[src/rtl/tetris_pkg.sv]
`default_nettype none
// ============================================================================
//  Module      : tetris_pkg
//  Description : Shared playfield defaults, piece/cell types, command codes
//                and the 7x4x4 tetromino shape-offset table.
//                Table entry layout: {dx[1:0], dy[1:0]} inside the 4x4 box,
//                four cells per rotation, ordered row-major (dy, then dx).
//  Revision    : 1.0 - initial release
// ============================================================================
package tetris_pkg;

  localparam int c_rows_def = 10;
  localparam int c_cols_def = 10;

  typedef enum logic [2:0] {
    PC_I    = 3'd0,
    PC_O    = 3'd1,
    PC_T    = 3'd2,
    PC_S    = 3'd3,
    PC_Z    = 3'd4,
    PC_J    = 3'd5,
    PC_L    = 3'd6,
    PC_NONE = 3'd7
  } piece_e;

  // Grid cell contents: 0 = empty, otherwise piece_type+1.
  typedef logic [2:0] cell_t;

  localparam logic [1:0] c_cmd_check = 2'b01;
  localparam logic [1:0] c_cmd_lock  = 2'b10;

  // [piece][rotation][cell] -> {dx,dy}; hex digit = dx*4 + dy.
  localparam logic [3:0] c_shape_tab [0:6][0:3][0:3] = '{
    // I
    '{ '{4'h1, 4'h5, 4'h9, 4'hD}, '{4'h8, 4'h9, 4'hA, 4'hB},
       '{4'h2, 4'h6, 4'hA, 4'hE}, '{4'h4, 4'h5, 4'h6, 4'h7} },
    // O
    '{ '{4'h5, 4'h9, 4'h6, 4'hA}, '{4'h5, 4'h9, 4'h6, 4'hA},
       '{4'h5, 4'h9, 4'h6, 4'hA}, '{4'h5, 4'h9, 4'h6, 4'hA} },
    // T
    '{ '{4'h4, 4'h1, 4'h5, 4'h9}, '{4'h4, 4'h5, 4'h9, 4'h6},
       '{4'h1, 4'h5, 4'h9, 4'h6}, '{4'h4, 4'h1, 4'h5, 4'h6} },
    // S
    '{ '{4'h4, 4'h8, 4'h1, 4'h5}, '{4'h4, 4'h5, 4'h9, 4'hA},
       '{4'h5, 4'h9, 4'h2, 4'h6}, '{4'h0, 4'h1, 4'h5, 4'h6} },
    // Z
    '{ '{4'h0, 4'h4, 4'h5, 4'h9}, '{4'h8, 4'h5, 4'h9, 4'h6},
       '{4'h1, 4'h5, 4'h6, 4'hA}, '{4'h4, 4'h1, 4'h5, 4'h2} },
    // J
    '{ '{4'h0, 4'h1, 4'h5, 4'h9}, '{4'h4, 4'h8, 4'h5, 4'h6},
       '{4'h1, 4'h5, 4'h9, 4'hA}, '{4'h4, 4'h5, 4'h2, 4'h6} },
    // L
    '{ '{4'h8, 4'h1, 4'h5, 4'h9}, '{4'h4, 4'h5, 4'h6, 4'hA},
       '{4'h1, 4'h5, 4'h9, 4'h2}, '{4'h0, 4'h4, 4'h5, 4'h6} }
  };

endpackage
`default_nettype wire

[src/rtl/tetromino_rom.sv]
`default_nettype none
// ============================================================================
//  Module      : tetromino_rom
//  Description : Combinational shape lookup. Returns the (dx,dy) offset of
//                one cell of a tetromino inside its 4x4 box.
//  Ports       : piece_type_i - tetromino 0..6 (7 returns offset 0,0)
//                rot_i        - rotation 0..3
//                idx_i        - cell index 0..3
//                dx_o, dy_o   - column / row offset in the box
//  Revision    : 1.0 - initial release
// ============================================================================
module tetromino_rom
  import tetris_pkg::*;
(
  input  logic [2:0] piece_type_i,
  input  logic [1:0] rot_i,
  input  logic [1:0] idx_i,
  output logic [1:0] dx_o,
  output logic [1:0] dy_o
);

  logic [3:0] w_ent;

  always_comb begin
    w_ent = 4'h0;
    if (piece_type_i != PC_NONE) begin
      w_ent = c_shape_tab[piece_type_i][rot_i][idx_i];
    end
  end

  assign dx_o = w_ent[3:2];
  assign dy_o = w_ent[1:0];

endmodule
`default_nettype wire

[src/rtl/piece_placer.sv]
`default_nettype none
// ============================================================================
//  Module      : piece_placer
//  Description : Checks a tetromino placement against an external grid and,
//                for lock commands without collision, writes its cells.
//  Ports       : clk, rst              - clock, synchronous active-high reset
//                cmd_valid, cmd        - command strobe (01 check, 10 lock)
//                piece_type, rot       - tetromino 0..6 and rotation 0..3
//                px, py                - signed origin of the 4x4 shape box
//                rd_row, rd_colum      - grid read address
//                rd_data               - grid read data (one-cycle latency)
//                wr_en/wr_row/wr_colum - grid write strobe and address
//                wr_data               - written cell value (piece_type+1)
//                busy, done            - activity flag and completion pulse
//                collide, overflow     - placement result flags
//  Revision    : 1.0 - initial release
// ============================================================================
module piece_placer
  import tetris_pkg::*;
#(
  parameter int ROWS = c_rows_def,
  parameter int COLS = c_cols_def
) (
  input  logic       clk,
  input  logic       rst,
  input  logic       cmd_valid,
  input  logic [1:0] cmd,
  input  logic [2:0] piece_type,
  input  logic [1:0] rot,
  input  logic [4:0] px,
  input  logic [4:0] py,
  output logic [3:0] rd_row,
  output logic [3:0] rd_colum,
  input  logic [2:0] rd_data,
  output logic       wr_en,
  output logic [3:0] wr_row,
  output logic [3:0] wr_colum,
  output logic [2:0] wr_data,
  output logic       busy,
  output logic       done,
  output logic       collide,
  output logic       overflow
);

  localparam logic [1:0] c_st_idle  = 2'd0;
  localparam logic [1:0] c_st_check = 2'd1;
  localparam logic [1:0] c_st_write = 2'd2;
  localparam logic [1:0] c_st_done  = 2'd3;

  localparam logic signed [5:0] c_row_max = 6'(ROWS - 1);
  localparam logic signed [5:0] c_col_max = 6'(COLS - 1);

  logic [1:0] state_q, state_d;
  logic [2:0] cnt_q, cnt_d;
  logic [1:0] cmd_q, cmd_d;
  logic [2:0] ptype_q, ptype_d;
  logic [1:0] rot_q, rot_d;
  logic [4:0] px_q, px_d;
  logic [4:0] py_q, py_d;
  logic       coll_q, coll_d;
  logic       ovf_q, ovf_d;
  // Classification of the cell addressed last cycle, evaluated this cycle
  // when its rd_data arrives.
  logic       pend_q, pend_d;
  logic       pend_bad_q, pend_bad_d;  // collides regardless of grid contents
  logic       pend_rd_q, pend_rd_d;    // collides if the grid cell is occupied

  logic [1:0]        w_dx, w_dy;
  logic signed [5:0] w_row, w_col;
  logic              w_col_ok, w_row_neg, w_row_hi, w_row_ok;
  logic              w_accept, w_hit;
  cell_t             w_cell_val;

  // One ROM serves both phases: the counter selects the cell being
  // addressed in CHECK and the cell being written in WRITE.
  tetromino_rom u_rom (
    .piece_type_i (ptype_q),
    .rot_i        (rot_q),
    .idx_i        (cnt_q[1:0]),
    .dx_o         (w_dx),
    .dy_o         (w_dy)
  );

  assign w_row = $signed({py_q[4], py_q}) + $signed({4'b0000, w_dy});
  assign w_col = $signed({px_q[4], px_q}) + $signed({4'b0000, w_dx});

  assign w_col_ok  = (w_col >= 6'sd0) && (w_col <= c_col_max);
  assign w_row_neg = (w_row < 6'sd0);
  assign w_row_hi  = (w_row > c_row_max);
  assign w_row_ok  = !w_row_neg && !w_row_hi;

  assign w_accept = cmd_valid && ((cmd == c_cmd_check) || (cmd == c_cmd_lock)) &&
                    (piece_type != PC_NONE);
  assign w_hit    = pend_q && (pend_bad_q || (pend_rd_q && (rd_data != '0)));
  assign w_cell_val = ptype_q + 3'd1;

  always_comb begin
    state_d    = state_q;
    cnt_d      = cnt_q;
    cmd_d      = cmd_q;
    ptype_d    = ptype_q;
    rot_d      = rot_q;
    px_d       = px_q;
    py_d       = py_q;
    coll_d     = coll_q;
    ovf_d      = ovf_q;
    pend_d     = 1'b0;
    pend_bad_d = 1'b0;
    pend_rd_d  = 1'b0;
    case (state_q)
      c_st_idle: begin
        if (w_accept) begin
          state_d = c_st_check;
          cnt_d   = '0;
          cmd_d   = cmd;
          ptype_d = piece_type;
          rot_d   = rot;
          px_d    = px;
          py_d    = py;
          coll_d  = 1'b0;
          ovf_d   = 1'b0;
        end
      end
      c_st_check: begin
        coll_d = coll_q | w_hit;
        cnt_d  = cnt_q + 3'd1;
        if (!cnt_q[2]) begin
          pend_d     = 1'b1;
          pend_bad_d = !w_col_ok || w_row_hi;
          pend_rd_d  = w_col_ok && w_row_ok;
        end else begin
          // Count 4 evaluates the last cell; decide on the full result.
          cnt_d = '0;
          if ((cmd_q == c_cmd_lock) && !coll_d) begin
            state_d = c_st_write;
          end else begin
            state_d = c_st_done;
          end
        end
      end
      c_st_write: begin
        if (w_row_neg) begin
          ovf_d = 1'b1;
        end
        cnt_d = cnt_q + 3'd1;
        if (cnt_q[1:0] == 2'd3) begin
          state_d = c_st_done;
          cnt_d   = '0;
        end
      end
      c_st_done: begin
        state_d = c_st_idle;
      end
      default: begin
        state_d = c_st_idle;
      end
    endcase
  end

  always_ff @(posedge clk) begin
    if (rst) begin
      state_q    <= c_st_idle;
      cnt_q      <= '0;
      cmd_q      <= '0;
      ptype_q    <= '0;
      rot_q      <= '0;
      px_q       <= '0;
      py_q       <= '0;
      coll_q     <= 1'b0;
      ovf_q      <= 1'b0;
      pend_q     <= 1'b0;
      pend_bad_q <= 1'b0;
      pend_rd_q  <= 1'b0;
    end else begin
      state_q    <= state_d;
      cnt_q      <= cnt_d;
      cmd_q      <= cmd_d;
      ptype_q    <= ptype_d;
      rot_q      <= rot_d;
      px_q       <= px_d;
      py_q       <= py_d;
      coll_q     <= coll_d;
      ovf_q      <= ovf_d;
      pend_q     <= pend_d;
      pend_bad_q <= pend_bad_d;
      pend_rd_q  <= pend_rd_d;
    end
  end

  // Grid ports are combinational from state so they are zero whenever the
  // machine is idle. The write strobe is also masked by rst so a write slot
  // coinciding with a reset cycle is abandoned rather than committed.
  always_comb begin
    rd_row   = '0;
    rd_colum = '0;
    wr_en    = 1'b0;
    wr_row   = '0;
    wr_colum = '0;
    wr_data  = '0;
    if ((state_q == c_st_check) && !cnt_q[2] && w_row_ok && w_col_ok) begin
      rd_row   = w_row[3:0];
      rd_colum = w_col[3:0];
    end
    if ((state_q == c_st_write) && !rst) begin
      wr_data = w_cell_val;
      if (!w_row_neg) begin
        wr_en    = 1'b1;
        wr_row   = w_row[3:0];
        wr_colum = w_col[3:0];
      end
    end
  end

  assign busy     = (state_q != c_st_idle);
  assign done     = (state_q == c_st_done);
  assign collide  = coll_q;
  assign overflow = ovf_q;

endmodule
`default_nettype wire

[config.mk]
export PLATFORM = sky130hd
export DESIGN_NAME = piece_placer
export DESIGN_NICKNAME = d
export VERILOG_FILES = /design/src/rtl/tetris_pkg.sv /design/src/rtl/tetromino_rom.sv /design/src/rtl/piece_placer.sv
export SDC_FILE = /design/constraint.sdc
export NUM_CORES = 1
export LEC_CHECK = 0
export BUFFER_PORTS_ARGS = -buffer_cell sky130_fd_sc_hd__buf_4
export CAP_MARGIN = 15
export CORE_MARGIN = 5
export CORE_UTILIZATION = 60
export DETAILED_ROUTE_END_ITERATION = 8
export PLACE_DENSITY = 0.84
export RECOVER_POWER = 25
export SETUP_SLACK_MARGIN = 0.1
export SYNTH_ARGS = -nofsm -noshare
export SYNTH_HDL_FRONTEND = slang
export SYNTH_SLANG_ARGS = --single-unit
export TNS_END_PERCENT = 20
[constraint.sdc]
create_clock -name clk -period 11.9 [get_ports clk]
set_clock_uncertainty 0.1 [all_clocks]
set_input_delay 2.38 -clock clk [delete_from_list [all_inputs] [get_ports clk]]
set_output_delay 2.38 -clock clk [all_outputs]
set_load 0.1 [all_outputs]
==> qor.yml <==
status:
  status: "finished clean"
place:
  place_hpwl_mm: 4.506
  place.gp.congestion: 0.8816
  placed_area_um2: 2666
  portBuffers: 46
synthesis:
  syn_area_um2: 2352
  ys_seq_area_share_pct: 22.98
  synth_warnings: 0
  syn_area_per_cell_um2: 7.444
  synth_cell_types: 56
  syn-instance-count: 316
  async_reset_ff_share_pct: 0
  synth_edf_count: 0
  synth_seq_cells: 27
  synth.net_count: 364
  synthFlopType: "dfxtp_1"
die:
  die-area_um2: 5273
  core_region_area_um2: 3716
  ioPinCount: 47
  die-width_um: 72.62
  initial_core_util_pct: 63.30
  std_cell_rows: 22
  fp.dieH_um: 72.62
layout:
  drive_gt1_share_pct: 17.48
  seq_area_um2: 540.5
  final_common_cell: "nand2_1"
  synthToLayoutAreaGrowth_pct: 14.84
  final_net_count: 398
  fill_cells: 333
  n_antenna_cell: 0
  multi_input_area_um2: 1668
  final_cell_area_um2: 2701
  final_cell_mix: "nand2_1, buf_4, a21oi_1, nor2_1, dfxtp_1"
cts:
  cts_setup_buffers: 0
  clock_latency_ns: 0.28
  cts_tree: "done"
  numCtsBuffers: 3
  cts.sinks: 27
  cts-htree-levels: 1
  cts_resized: 0
  cts_hold_buf: 0
  clk_path_buf_depth: 2
  clock-root-buffer: "clkbuf_8"
  cts.clk_slew.worst_paths_ns: 0.10
setup_path:
  critPathRequiredTime_ns: 9.42
  slowest_delay_ns: 0.68
  r2r-end: "pend_rd_q$_SDFF_PP0_"
  rrSetupSlack_ns: 7.75
  r2r_start: "ptype_q[1]$_SDFFE_PP0P_"
  worst_ep_arrival_time_ns: 4.62
  crit_path_start_kind: "flop"
  cp_max_fo: 17
  critPathKind: "reg2out"
  reg2regPathDepth: 14
  cp_common_cell: "ha_1"
  crit_chain: "inv_1 > ha_1 > nor2b_1 > o32ai_1 > o21ai_1 > a211o_1 > o211ai_2 > ha_1 > fa_1 > or3_1 > a21oi_2 > o2bb2ai_2 > o211ai_4 > nor3_2 > buf_4"
  slowest_stage: "dfxtp_1"
  endpoint_kind: "output port"
pwr:
  totalPowerFinal_w: 0.0003857
  power.switching_w: 0.0001955
  power_density_nw_per_um2: 142.8
  power.clock.fraction_pct: 14.5
  power_leakage_nw: 1.108
  internal-power_w: 0.0001902
  swShare_pct: 50.69
  vdd_drop_max_mv: 0.1402
  seqPwrFrac_pct: 30.7
  p_comb_share_pct: 54.8
timing:
  max_slew.worst_pin.slew_ns: 1.305
  hold_viol: 0
  fin_crit_sh_pct: 59.63
  fin_crit_ns: 7.096
  slew-limit-headroom_pct: 12.99
  max_freq_mhz: 140.9
  rsz0062_at_grt: "false"
  finalMaxSlewViolations: 0
  final-setup-viol-count: 0
  fin_tns_setup_ns: 0
worst_hold_path:
  min_to: "cmd_q[0]$_SDFFE_PP0P_"
  hold-path-cell-count: 2
  hold_class: "reg2reg"
  worstHoldStart: "cmd_q[0]$_SDFFE_PP0P_"
drt:
  drc_errors: 0
  drt_first_pass_iters: 4
  drt_iter0_markers: 205
  num_vias: 2376
  routed_wl_mm: 5.862
  wire_per_inst_um: 14.77
  viasPerCell: 5.985
  antenna_left: 0
flow_run:
  maxCapViolCount: 0
global_routing:
  grt_use_total_pct: 22.78
  grt_pass1_vias: 2184
  grt_pass1_wl_mm: 9.970
  overflow: 0
  antenna_found_initial: 0
  grt_max_degree: 35
-- critical path, delay by kind of cell, from the launching register on --
kind / cells / cell delay [ns]
buffers and inverters: 2 / 0.56
AOI/OAI and AO/OA: 7 / 1.35
and+or+nand+nor: 3 / 0.73
DFF: 1 / 0.68
adders and majority gates: 3 / 1.02
-- cell usage after synthesis (4+ instances only) --
cell	instances	area share, %
or3_1	7	1.9
inv_1	10	1.6
nor2b_1	9	2.4
o21ai_0	10	2.1
nand3_1	4	0.85
a21oi_1	31	6.6
nand2b_1	7	1.9
a211oi_1	7	2.2
and3_1	5	1.3
clkbuf_1	7	1.1
nand2_1	54	8.6
o21ai_1	6	1.3
buf_2	7	1.5
ha_1	23	12
nor3_2	6	2.6
dfxtp_1	27	23
nor2_1	29	4.6
nor3_1	6	1.3
-- how the worst max path moves through the flow --
stage | to | slack [ns] | from
3_3_place_gp | rd_colum[2] | 5.28 | ptype_q[1]$_SDFFE_PP0P_
2_1_floorplan | rd_colum[0] | 4.64 | ptype_q[1]$_SDFFE_PP0P_
3_5_place_dp | rd_colum[2] | 5.13 | ptype_q[1]$_SDFFE_PP0P_
6_report | rd_colum[2] | 4.80 | ptype_q[1]$_SDFFE_PP0P_
4_1_cts | rd_colum[2] | 4.81 | ptype_q[1]$_SDFFE_PP0P_
5_1_grt | rd_colum[3] | 4.48 | ptype_q[1]$_SDFFE_PP0P_
-- area by class of cell --
| cell class | count | share of cell area (%) |
|---|---|---|
| multi-input combinational | 259 | 61.74 |
| sequential | 27 | 20.01 |
| timing repair buffer | 47 | 12.51 |
| tap | 48 | 2.223 |
| inverter | 12 | 1.667 |
| clock buffer | 3 | 1.528 |
| clock inverter | 1 | 0.3242 |
-- sequential cells by signal (all words and copies together) (netlist names), 2 cells and up --
signal	count
px_q	5
cmd_q	2
ptype_q	3
rot_q	2
py_q	5
cnt_q	3
state_q	2
-- power groups by stage --
stage / Combinational, W / Sequential [W] / Clock [W]
2_1_floorplan: 0.000175 / 0.000112 / 0
6_report: 0.000211 / 0.000118 / 0.0000560
3_5_place_dp: 0.000211 / 0.000120 / 0
4_1_cts: 0.000211 / 0.000118 / 0.0000570
3_3_place_gp: 0.000207 / 0.000120 / 0
5_1_grt: 0.000232 / 0.000121 / 0.0000588
-- per-stage QoR --
step,cells,hold WS (ns),worst slack [ns],utilization [%]
finish,397,0.3734,4.804,72.69
global route,397,0.3901,4.484,72.69
CTS,397,0.3724,4.812,73.10
detailed placement,393,0.3577,5.128,71.75
global placement,393,0.3458,5.280,71.75
floorplan,316,0.3363,4.642,-
-- logic make-up (layout without fill, tap and decap cells) --
family | after synthesis | in the layout | share of synthesized area (%)
mux | 3 | 3 | 1.277
flops | 27 | 27 | 22.98
compound gates | 88 | 88 | 25.05
xor+xnor | 6 | 6 | 2.234
fa+ha+maj | 25 | 25 | 13.94
simple gates | 137 | 137 | 28.40
buf+inv | 30 | 63 | 6.117
-- per-layer routing --
metal  wire [um]  global-route usage (%)
met2        2821                   38.38
met3         365                   3.306
met4          98                   4.303
met5           0                       0
met1        2577                   31.06
(Power assumes the default switching activity.)
